## config.mk

```make
export PLATFORM = sky130hd
export DESIGN_NAME = page_walker
export DESIGN_NICKNAME = d
export VERILOG_FILES = /design/src/rtl/page_walker.sv
export SDC_FILE = /design/constraint.sdc
export NUM_CORES = 1
export LEC_CHECK = 0
export ABC_AREA = 1
export ABC_CLOCK_PERIOD_IN_PS = 2200
export CORE_ASPECT_RATIO = 0.8
export CORE_MARGIN = 1
export CORE_UTILIZATION = 40
export DETAILED_ROUTE_END_ITERATION = 10
export MAX_ROUTING_LAYER = met4
export PLACE_DENSITY = 0.77
export SLEW_MARGIN = 20
export SYNTH_ARGS = -nofsm -noshare
export SYNTH_HDL_FRONTEND = slang
export SYNTH_SLANG_ARGS = --single-unit
```

## constraint.sdc

```tcl
create_clock -name clk -period 2.2 [get_ports clk]
set_input_delay 0.33 -clock clk [delete_from_list [all_inputs] [get_ports clk]]
set_output_delay 0.33 -clock clk [all_outputs]
set_load 0.01 [all_outputs]
```

## src/rtl/page_walker.sv

```systemverilog
// Three-level (Sv39-style) hardware page-table walker: turns a TLB miss into
// up to three PTE reads and returns one refill, flagging faults with a zero PA.
module page_walker #(
    parameter int TIMEOUT = 255
) (
    input  logic        clk,
    input  logic        rst,
    input  logic [43:0] satp_ppn,
    input  logic        miss_valid,
    output logic        miss_ready,
    input  logic [63:0] miss_va,
    input  logic [11:0] miss_pcid,
    output logic        mem_req_valid,
    input  logic        mem_req_ready,
    output logic [63:0] mem_req_addr,
    input  logic        mem_resp_valid,
    input  logic [63:0] mem_resp_data,
    output logic        fill_valid,
    input  logic        fill_ready,
    output logic [63:0] fill_va,
    output logic [11:0] fill_pcid,
    output logic [63:0] fill_pa,
    output logic        fill_fault
);
    localparam int CW = (TIMEOUT < 2) ? 1 : $clog2(TIMEOUT + 1);
    localparam logic [CW:0] TIMEOUT_W = (CW + 1)'(TIMEOUT);

    typedef enum logic [1:0] {IDLE, REQ, WAIT, FILL} state_t;

    state_t        state_reg, state_next;
    logic [1:0]    level_reg, level_next;
    logic [63:0]   va_reg, va_next;
    logic [11:0]   pcid_reg, pcid_next;
    logic [43:0]   ppn_reg, ppn_next;
    logic [63:0]   pa_reg, pa_next;
    logic          fault_reg, fault_next;
    logic [CW-1:0] cnt_reg, cnt_next;

    logic          pte_v, pte_r, pte_w, pte_x;
    logic [43:0]   pte_ppn;
    logic          pte_invalid, pte_leaf, leaf_misaligned;
    logic [63:0]   leaf_pa;
    logic [8:0]    vpn [3];
    logic [8:0]    vpn_sel;
    logic          va_canonical;
    logic [CW:0]   cnt_plus;
    logic          timeout_hit;
    logic          unused_pte_bits;

    // Virtual page-number slices, one per translation level
    for (genvar gi = 0; gi < 3; gi++) begin : g_vpn
        assign vpn[gi] = va_reg[12 + 9*gi +: 9];
    end

    assign vpn_sel = (level_reg == 2'd2) ? vpn[2] :
                     (level_reg == 2'd1) ? vpn[1] : vpn[0];

    assign mem_req_addr = {8'b0, ppn_reg, 12'b0} + {52'b0, vpn_sel, 3'b000};

    assign pte_v   = mem_resp_data[0];
    assign pte_r   = mem_resp_data[1];
    assign pte_w   = mem_resp_data[2];
    assign pte_x   = mem_resp_data[3];
    assign pte_ppn = mem_resp_data[53:10];
    assign unused_pte_bits = ^{mem_resp_data[63:54], mem_resp_data[9:4]};

    assign pte_invalid = !pte_v || (pte_w && !pte_r);
    assign pte_leaf    = pte_r || pte_x;

    // Superpages must be naturally aligned; the low PPN bits are replaced by VA bits
    assign leaf_misaligned = ((level_reg == 2'd2) && (|pte_ppn[17:0])) ||
                             ((level_reg == 2'd1) && (|pte_ppn[8:0]));

    always_comb begin
        case (level_reg)
            2'd2:    leaf_pa = {8'b0, pte_ppn[43:18], va_reg[29:0]};
            2'd1:    leaf_pa = {8'b0, pte_ppn[43:9], va_reg[20:0]};
            default: leaf_pa = {8'b0, pte_ppn, va_reg[11:0]};
        endcase
    end

    assign va_canonical = (&miss_va[63:38]) || !(|miss_va[63:38]);

    // A response in the same cycle wins over the timeout (checked first below)
    assign cnt_plus    = {1'b0, cnt_reg} + (CW + 1)'(1);
    assign timeout_hit = (TIMEOUT != 0) && (cnt_plus == TIMEOUT_W);

    always_comb begin
        state_next    = state_reg;
        level_next    = level_reg;
        va_next       = va_reg;
        pcid_next     = pcid_reg;
        ppn_next      = ppn_reg;
        pa_next       = pa_reg;
        fault_next    = fault_reg;
        cnt_next      = cnt_reg;
        miss_ready    = (state_reg == IDLE);
        mem_req_valid = (state_reg == REQ);
        fill_valid    = (state_reg == FILL);

        case (state_reg)
            IDLE: begin
                if (miss_valid) begin
                    va_next    = miss_va;
                    pcid_next  = miss_pcid;
                    ppn_next   = satp_ppn;
                    level_next = 2'd2;
                    cnt_next   = '0;
                    pa_next    = '0;
                    fault_next = !va_canonical;
                    state_next = va_canonical ? REQ : FILL;
                end
            end
            REQ: begin
                if (mem_req_ready) begin
                    cnt_next   = '0;
                    state_next = WAIT;
                end
            end
            WAIT: begin
                if (mem_resp_valid) begin
                    if (pte_invalid || (pte_leaf && leaf_misaligned) ||
                        (!pte_leaf && level_reg == 2'd0)) begin
                        fault_next = 1'b1;
                        pa_next    = '0;
                        state_next = FILL;
                    end else if (pte_leaf) begin
                        fault_next = 1'b0;
                        pa_next    = leaf_pa;
                        state_next = FILL;
                    end else begin
                        ppn_next   = pte_ppn;
                        level_next = level_reg - 2'd1;
                        state_next = REQ;
                    end
                end else if (timeout_hit) begin
                    fault_next = 1'b1;
                    pa_next    = '0;
                    state_next = FILL;
                end else if (TIMEOUT != 0) begin
                    cnt_next = cnt_reg + CW'(1);
                end
            end
            FILL: begin
                if (fill_ready) begin
                    state_next = IDLE;
                end
            end
            default: state_next = IDLE;
        endcase
    end

    always_ff @(posedge clk) begin
        if (rst) begin
            state_reg <= IDLE;
            level_reg <= 2'd2;
            va_reg    <= '0;
            pcid_reg  <= '0;
            ppn_reg   <= '0;
            pa_reg    <= '0;
            fault_reg <= 1'b0;
            cnt_reg   <= '0;
        end else begin
            state_reg <= state_next;
            level_reg <= level_next;
            va_reg    <= va_next;
            pcid_reg  <= pcid_next;
            ppn_reg   <= ppn_next;
            pa_reg    <= pa_next;
            fault_reg <= fault_next;
            cnt_reg   <= cnt_next;
        end
    end

    assign fill_va    = va_reg;
    assign fill_pcid  = pcid_reg;
    assign fill_pa    = pa_reg;
    assign fill_fault = fault_reg;

endmodule

```

; After elaboration in Yosys (flattened, before gate mapping)
; Cells that the tools add are included.
[classes]
n_addsub = 4
n_reduce_logical = 29
muxes = 39
n_eq_ne = 16
[ops]
columns = operator, n
row1 = 64-bit 2-to-1 mux, 5
row2 = 44-bit 2-to-1 mux, 4
row3 = 64-bit one-hot mux with 2 select lines, 1
row4 = 44-bit one-hot mux with 2 select lines, 1
row5 = 30-bit one-hot mux with 2 select lines, 1
row6 = 56-bit by 12-bit adder with 57-bit output, 1
row7 = 8-bit 2-to-1 mux, 4
row8 = 26-bit AND reduction, 1
row9 = 26-bit OR reduction, 1
row10 = 2-bit 2-to-1 mux, 12
row11 = 8-bit one-hot mux with 3 select lines, 1
row12 = 9-bit 2-to-1 mux, 2
row13 = 18-bit OR reduction, 1
row14 = 2-bit != test (second input constant), 6
row15 = 5-bit AND reduction, 2
row16 = 8-bit by 1-bit adder with 9-bit output (second input constant), 1
row17 = 9-bit by 8-bit equality test with 1-bit output (second input constant), 1
row18 = 9-bit OR reduction, 1
row19 = 8-bit by 1-bit adder with 8-bit output (second input constant), 1
row20 = 2-bit one-hot mux with 4 select lines, 1
row21 = 4-bit AND reduction, 2
row22 = 2-bit equality test (second input constant), 3
row23 = 1-bit logical OR, 6
row24 = 1-bit logical AND, 5
row25 = 13 further kinds, 24
[totals]
out_inout_bits = 208
regBits = 197
inputBits = 190
wordCells = 96

; Logic depth before layout (Yosys ltp)
[depth]
ltp_word = 9
depth_mapped = 14
ltp_nobuf = 12

; Least setup slack after synthesis
; No wires, ideal clock.
[synth_path]
path_kind = flip-flop to flip-flop
startpoint = register level_reg[0]
endpoint = register pa_reg[19], in the netlist fill_pa[19]
stages_incl_launch_ff = 10
required_ns = 2.136
arrival_time_ns = 1.756
period_less_slack_ns = 1.820
setup_time_ns = 0.064
n_path_buf = 2
path_slack_ns = 0.380
cell_sequence = dfxtp_1 > inv_1 > ha_1 > a21oi_1 > clkbuf_1 > buf_2 > nand3_1 > nand4_1 > nand2_1 > nor2_1
[synth_between]
elab_chain_len = 9
word_cells_on_any_way = 17
cone_classes = eq/ne: 3 / mux: 5 / reduce/logical: 9
[synth_rtl]
columns = element, line
row1 = from (decl), 31  ; logic [1:0] level_reg, level_next;
row2 = from (signal assigned), 165  ; level_reg <= level_next;
row3 = 2-bit equality test or 2-bit by 1-bit equality test with 1-bit output (tied branches), "71, 75, 72"
row4 = "1-bit logical AND, on equally long branches", "71, 72"
row5 = 1-bit logical OR, 71  ; assign leaf_misaligned = ((level_reg == 2'd2) && (|pte_ppn[17:0])) ||
row6 = 1-bit logical AND, 122  ; if (pte_invalid || (pte_leaf && leaf_misaligned) ||
row7 = 1-bit logical OR (2 in a row), 122
row8 = 64-bit 2-to-1 mux, 122
row9 = 64-bit 2-to-1 mux, 121  ; if (mem_resp_valid) begin
row10 = 64-bit one-hot mux with 2 select lines, 101  ; case (state_reg)
row11 = to (signal assigned), 169  ; pa_reg <= pa_next;
row12 = to (decl), 35  ; logic [63:0] pa_reg, pa_next;
; Several ways; a longest one is shown, not always the timed one. The select of a mux whose other input is x is not followed.
; A chain may end at the register's enable or synchronous reset.

; Worst setup path in the final report
[layout_path]
startpoint = register level_reg[1]
endpoint = output port mem_req_addr[11]
[layout_between]
elab_chain_len = 4
word_cells_on_any_way = 5
cone_classes = add/sub: 1 / eq/ne: 2 / mux: 2
[layout_rtl]
columns = element, line
row1 = 2-bit by 1-bit equality test with 1-bit output, 56  ; (level_reg == 2'd1) ? vpn[1] : vpn[0];
row2 = 9-bit 2-to-1 mux, 56
row3 = 9-bit 2-to-1 mux *, 55  ; assign vpn_sel = (level_reg == 2'd2) ? vpn[2] :
row4 = 56-bit by 12-bit adder with 57-bit output *, 58  ; assign mem_req_addr = {8'b0, ppn_reg, 12'b0} + {52'b0, vpn_sel, 3'b000};
row5 = to (decl), 15  ; output logic [63:0] mem_req_addr,
; Mark *: on every way between the ends. The rest lies on a longest branch, timed or not.

==> Flow_metrics.wiki <==
{| class="wikitable"
! Metric !! Value
|-
| Run status || complete, no violations
|-
| Synth area leader || sky130_fd_sc_hd__dfxtp_1
|-
| Overall via count from detail_route || 9868
|-
| Required time of the critical path || 1870 ps
|-
| Slew at the pin with the worst max-slew slack || 569 ps
|-
| Critical path launch point || level_reg[1]
|-
| Total number of H-tree levels || 4
|-
| Clock tree from TritonCTS || yes
|-
| Final ANT Viol Nets || 0
|-
| Maximum vdd drop || 0.523 mV
|-
| GP Congestion || 0.871
|-
| R2r startpoint || level_reg[0]
|-
| Power per unit of standard cell area || 836 nW/um2
|-
| Detail-routed via count per cell || 4.80
|-
| Drt pass-1 iters || 5
|-
| Final cycle utilization of the critical path || 94.6%
|-
| Hold violation total from the final report || 0
|-
| Inserted Clock Buffers || 17
|-
| Area added between synthesis and finish || 51.8%
|-
| TritonCTS Sinks || 189
|-
| Setup TNS Final || 0 ps
|-
| Class of the most critical setup path || reg -> out
|-
| WL final || 31200 um
|-
| Most area-consuming cells after synthesis || sky130_fd_sc_hd__dfxtp_1 (42%), sky130_fd_sc_hd__nor2_1 (15%), sky130_fd_sc_hd__nand2_1 (13%)
|-
| Worst EP arrival || 1750 ps
|-
| Avg WL per Cell || 15.2 um
|-
| Commonest non-fill, non-tap cells in the layout || sky130_fd_sc_hd__clkdlybuf4s50_1 (353), sky130_fd_sc_hd__nor2_1 (347), sky130_fd_sc_hd__nand2_1 (314)
|-
| Number of buffers on the longest clock path || 2
|-
| Critical path capture point type || output port
|-
| Number of instances in the synthesized netlist || 1397
|-
| Max capacitance violation total || 0
|-
| Relative max-transition margin || 61.9%
|-
| CTS Root Cell || sky130_fd_sc_hd__clkbuf_16
|-
| Clock network latency to the later pin of the worst-skew pair || 430 ps
|-
| Total of endpoints with negative setup slack in the final report || 0
|-
| Net count, final || 1938
|-
| Leftover overflow at the end of global routing || 0
|-
| Reg-to-reg endpoint || fill_pa[2]
|-
| DRT iter0 DRCs || 657
|-
| Global-route usage over all layers || 27.2%
|-
| Inserted Diodes || 0
|-
| First-pass GRT wire length || 47200 um
|-
| R2R cell count || 13
|-
| Starting density of the core || 41.2%
|-
| Number of instances in the placed design || 2024
|-
| Number of global-route vias before repair || 9092
|-
| Cell area reported after detailed placement || 13000 um2
|-
| Count of final max-slew check failures || 0
|-
| Core Util, Final || 62.6%
|-
| I/O pin total || 398
|-
| RSZ-0062 raised after global routing || no
|-
| Mean instance size in the synthesized netlist || 6.41 um2
|-
| Critical path startpoint category || flop
|-
| Placed wire-length estimate after detailed placement || 23200 um
|-
| Number of warnings issued by yosys || 0
|-
| Total power consumption of the routed design || 11.4 mW
|-
| Static Leak || 5.94 nW
|-
| Timing endpoint of the critical path || mem_req_addr[11]
|-
| Crit path max fanout || 11
|-
| Tmin final || 2080 ps
|-
| Initial antenna violation count || 0
|-
| Register clock-pin slew on the reported worst setup and hold paths || 80 ps
|-
| Die Footprint || 23000 um2
|-
| Reg2reg setup slack || 240 ps
|-
| Standard-cell row count || 48
|-
| Register bit total from synthesis || 189
|-
| Count of placed standard cells in the final layout, fillers left out || 2056
|-
| Netlist cell types || 29
|-
| Synth Cell Area || 8960 um2
|-
| Chip width || 169 um
|-
| Number of flip-flops in the largest register || 64
|-
| Cell area after layout || 13600 um2
|-
| Portion of the post-synthesis area used by sequential elements || 42.2%
|-
| Total core area || 21700 um2
|-
| Worst Skew || 14.8 ps
|-
| Most common library cell in the layout ignoring fill and taps || sky130_fd_sc_hd__clkdlybuf4s50_1
|-
| DRC || 0
|-
| Max Fclk || 481 MHz
|-
| Area fraction of the dominant cell type after synthesis || 42.2%
|-
| DIE HEIGHT || 136 um
|-
| Hold/Removal Path Class || reg -> reg
|-
| Largest net degree at the start of global routing || 64
|-
| Number of port buffers || 362
|-
| Number of buffers inserted to repair setup after CTS || 0
|-
| Layout cell share with drive strength beyond 1 || 5.81%
|}
-- per-layer routing --
| metal | global-route usage (%) | part of all wire [%] |
|---|---|---|
| met1 | 34.1 | 44 |
| met2 | 43.0 | 46 |
| met3 | 5.94 | 6.8 |
| met4 | 9.91 | 3.0 |
| met5 | - | 0 |
-- cells in the mapped netlist (all sizes together) --
library cell  instances
nand2               316
dfxtp               189
xnor2                 1
a211oi                2
clkbuf               46
nor3                  5
buf                  56
o21ai                78
and2                  1
xor2                  2
nor2                350
o211ai                1
conb                  1
a21oi                64
o22ai                17
nand3                91
ha                    5
a21boi                2
nand4                28
or2                   3
inv                 139
-- worst min-delay path by stage --
stage                      startpoint            to  cells after the start
final                      fill_va[3]    fill_va[3]                      2
after CTS                 miss_va[58]   fill_va[58]                      3
after floorplan                   rst  level_reg[0]                      1
after global routing      miss_va[56]   fill_va[56]                      3
after detailed placement   fill_va[6]    fill_va[6]                      2
after global placement     fill_va[2]    fill_va[2]                      2
-- cell type report --
type	instances	area, um2
Tap cell	300	375
Clock buffer	19	443
Fill cell	1994	8140
Clock inverter	13	145
Sequential cell	189	3780
Timing Repair Buffer	411	4080
Multi-Input combinational cell	985	4250
Inverter	139	524
-- stage by stage --
step / hold WS, ps / setup WS [ps]
2_1_floorplan: 399 / 380
3_3_place_gp: 454 / -60.3
3_5_place_dp: 464 / -108
4_1_cts: 475 / 1.02
5_1_grt: 493 / 0.209
6_report: 475 / 119
-- power breakdown --
part	internal (mW)	switching, mW	leakage [nW]	total, mW
Sequential	3.94	0.324	1.56	4.26
Combinational	1.88	2.14	4.10	4.02
Clock	1.56	1.54	0.285	3.10
-- kinds of logic after synthesis --
logic type,synth area share (%)
AOI/OAI and AO/OA,9.54
DFF,42.2
xor gates and xnor gates,0.293
and+or+nand+nor,35.8
buffers and inverters,11.4
adders and majority gates,0.698
other,0.0418
-- worst max-delay path, stage by stage, from the launching register on --
cell and delay (ps):
sky130_fd_sc_hd__dfxtp_1 330, sky130_fd_sc_hd__inv_1 70, sky130_fd_sc_hd__ha_1 190, sky130_fd_sc_hd__inv_1 100, sky130_fd_sc_hd__buf_12 140, sky130_fd_sc_hd__nand2_1 50
sky130_fd_sc_hd__a21oi_1 140, sky130_fd_sc_hd__dlygate4sd2_1 300
-- what timing repair did --
| item | 4_1_cts | 5_1_grt |
|---|---|---|
| pin swaps | 0 | 0 |
| hold buffers | 0 | 0 |
| setup endpoints to repair | 9 | 11 |
| resized for setup | 9 | 17 |
Note: power is estimated with default switching activity, not from simulation.
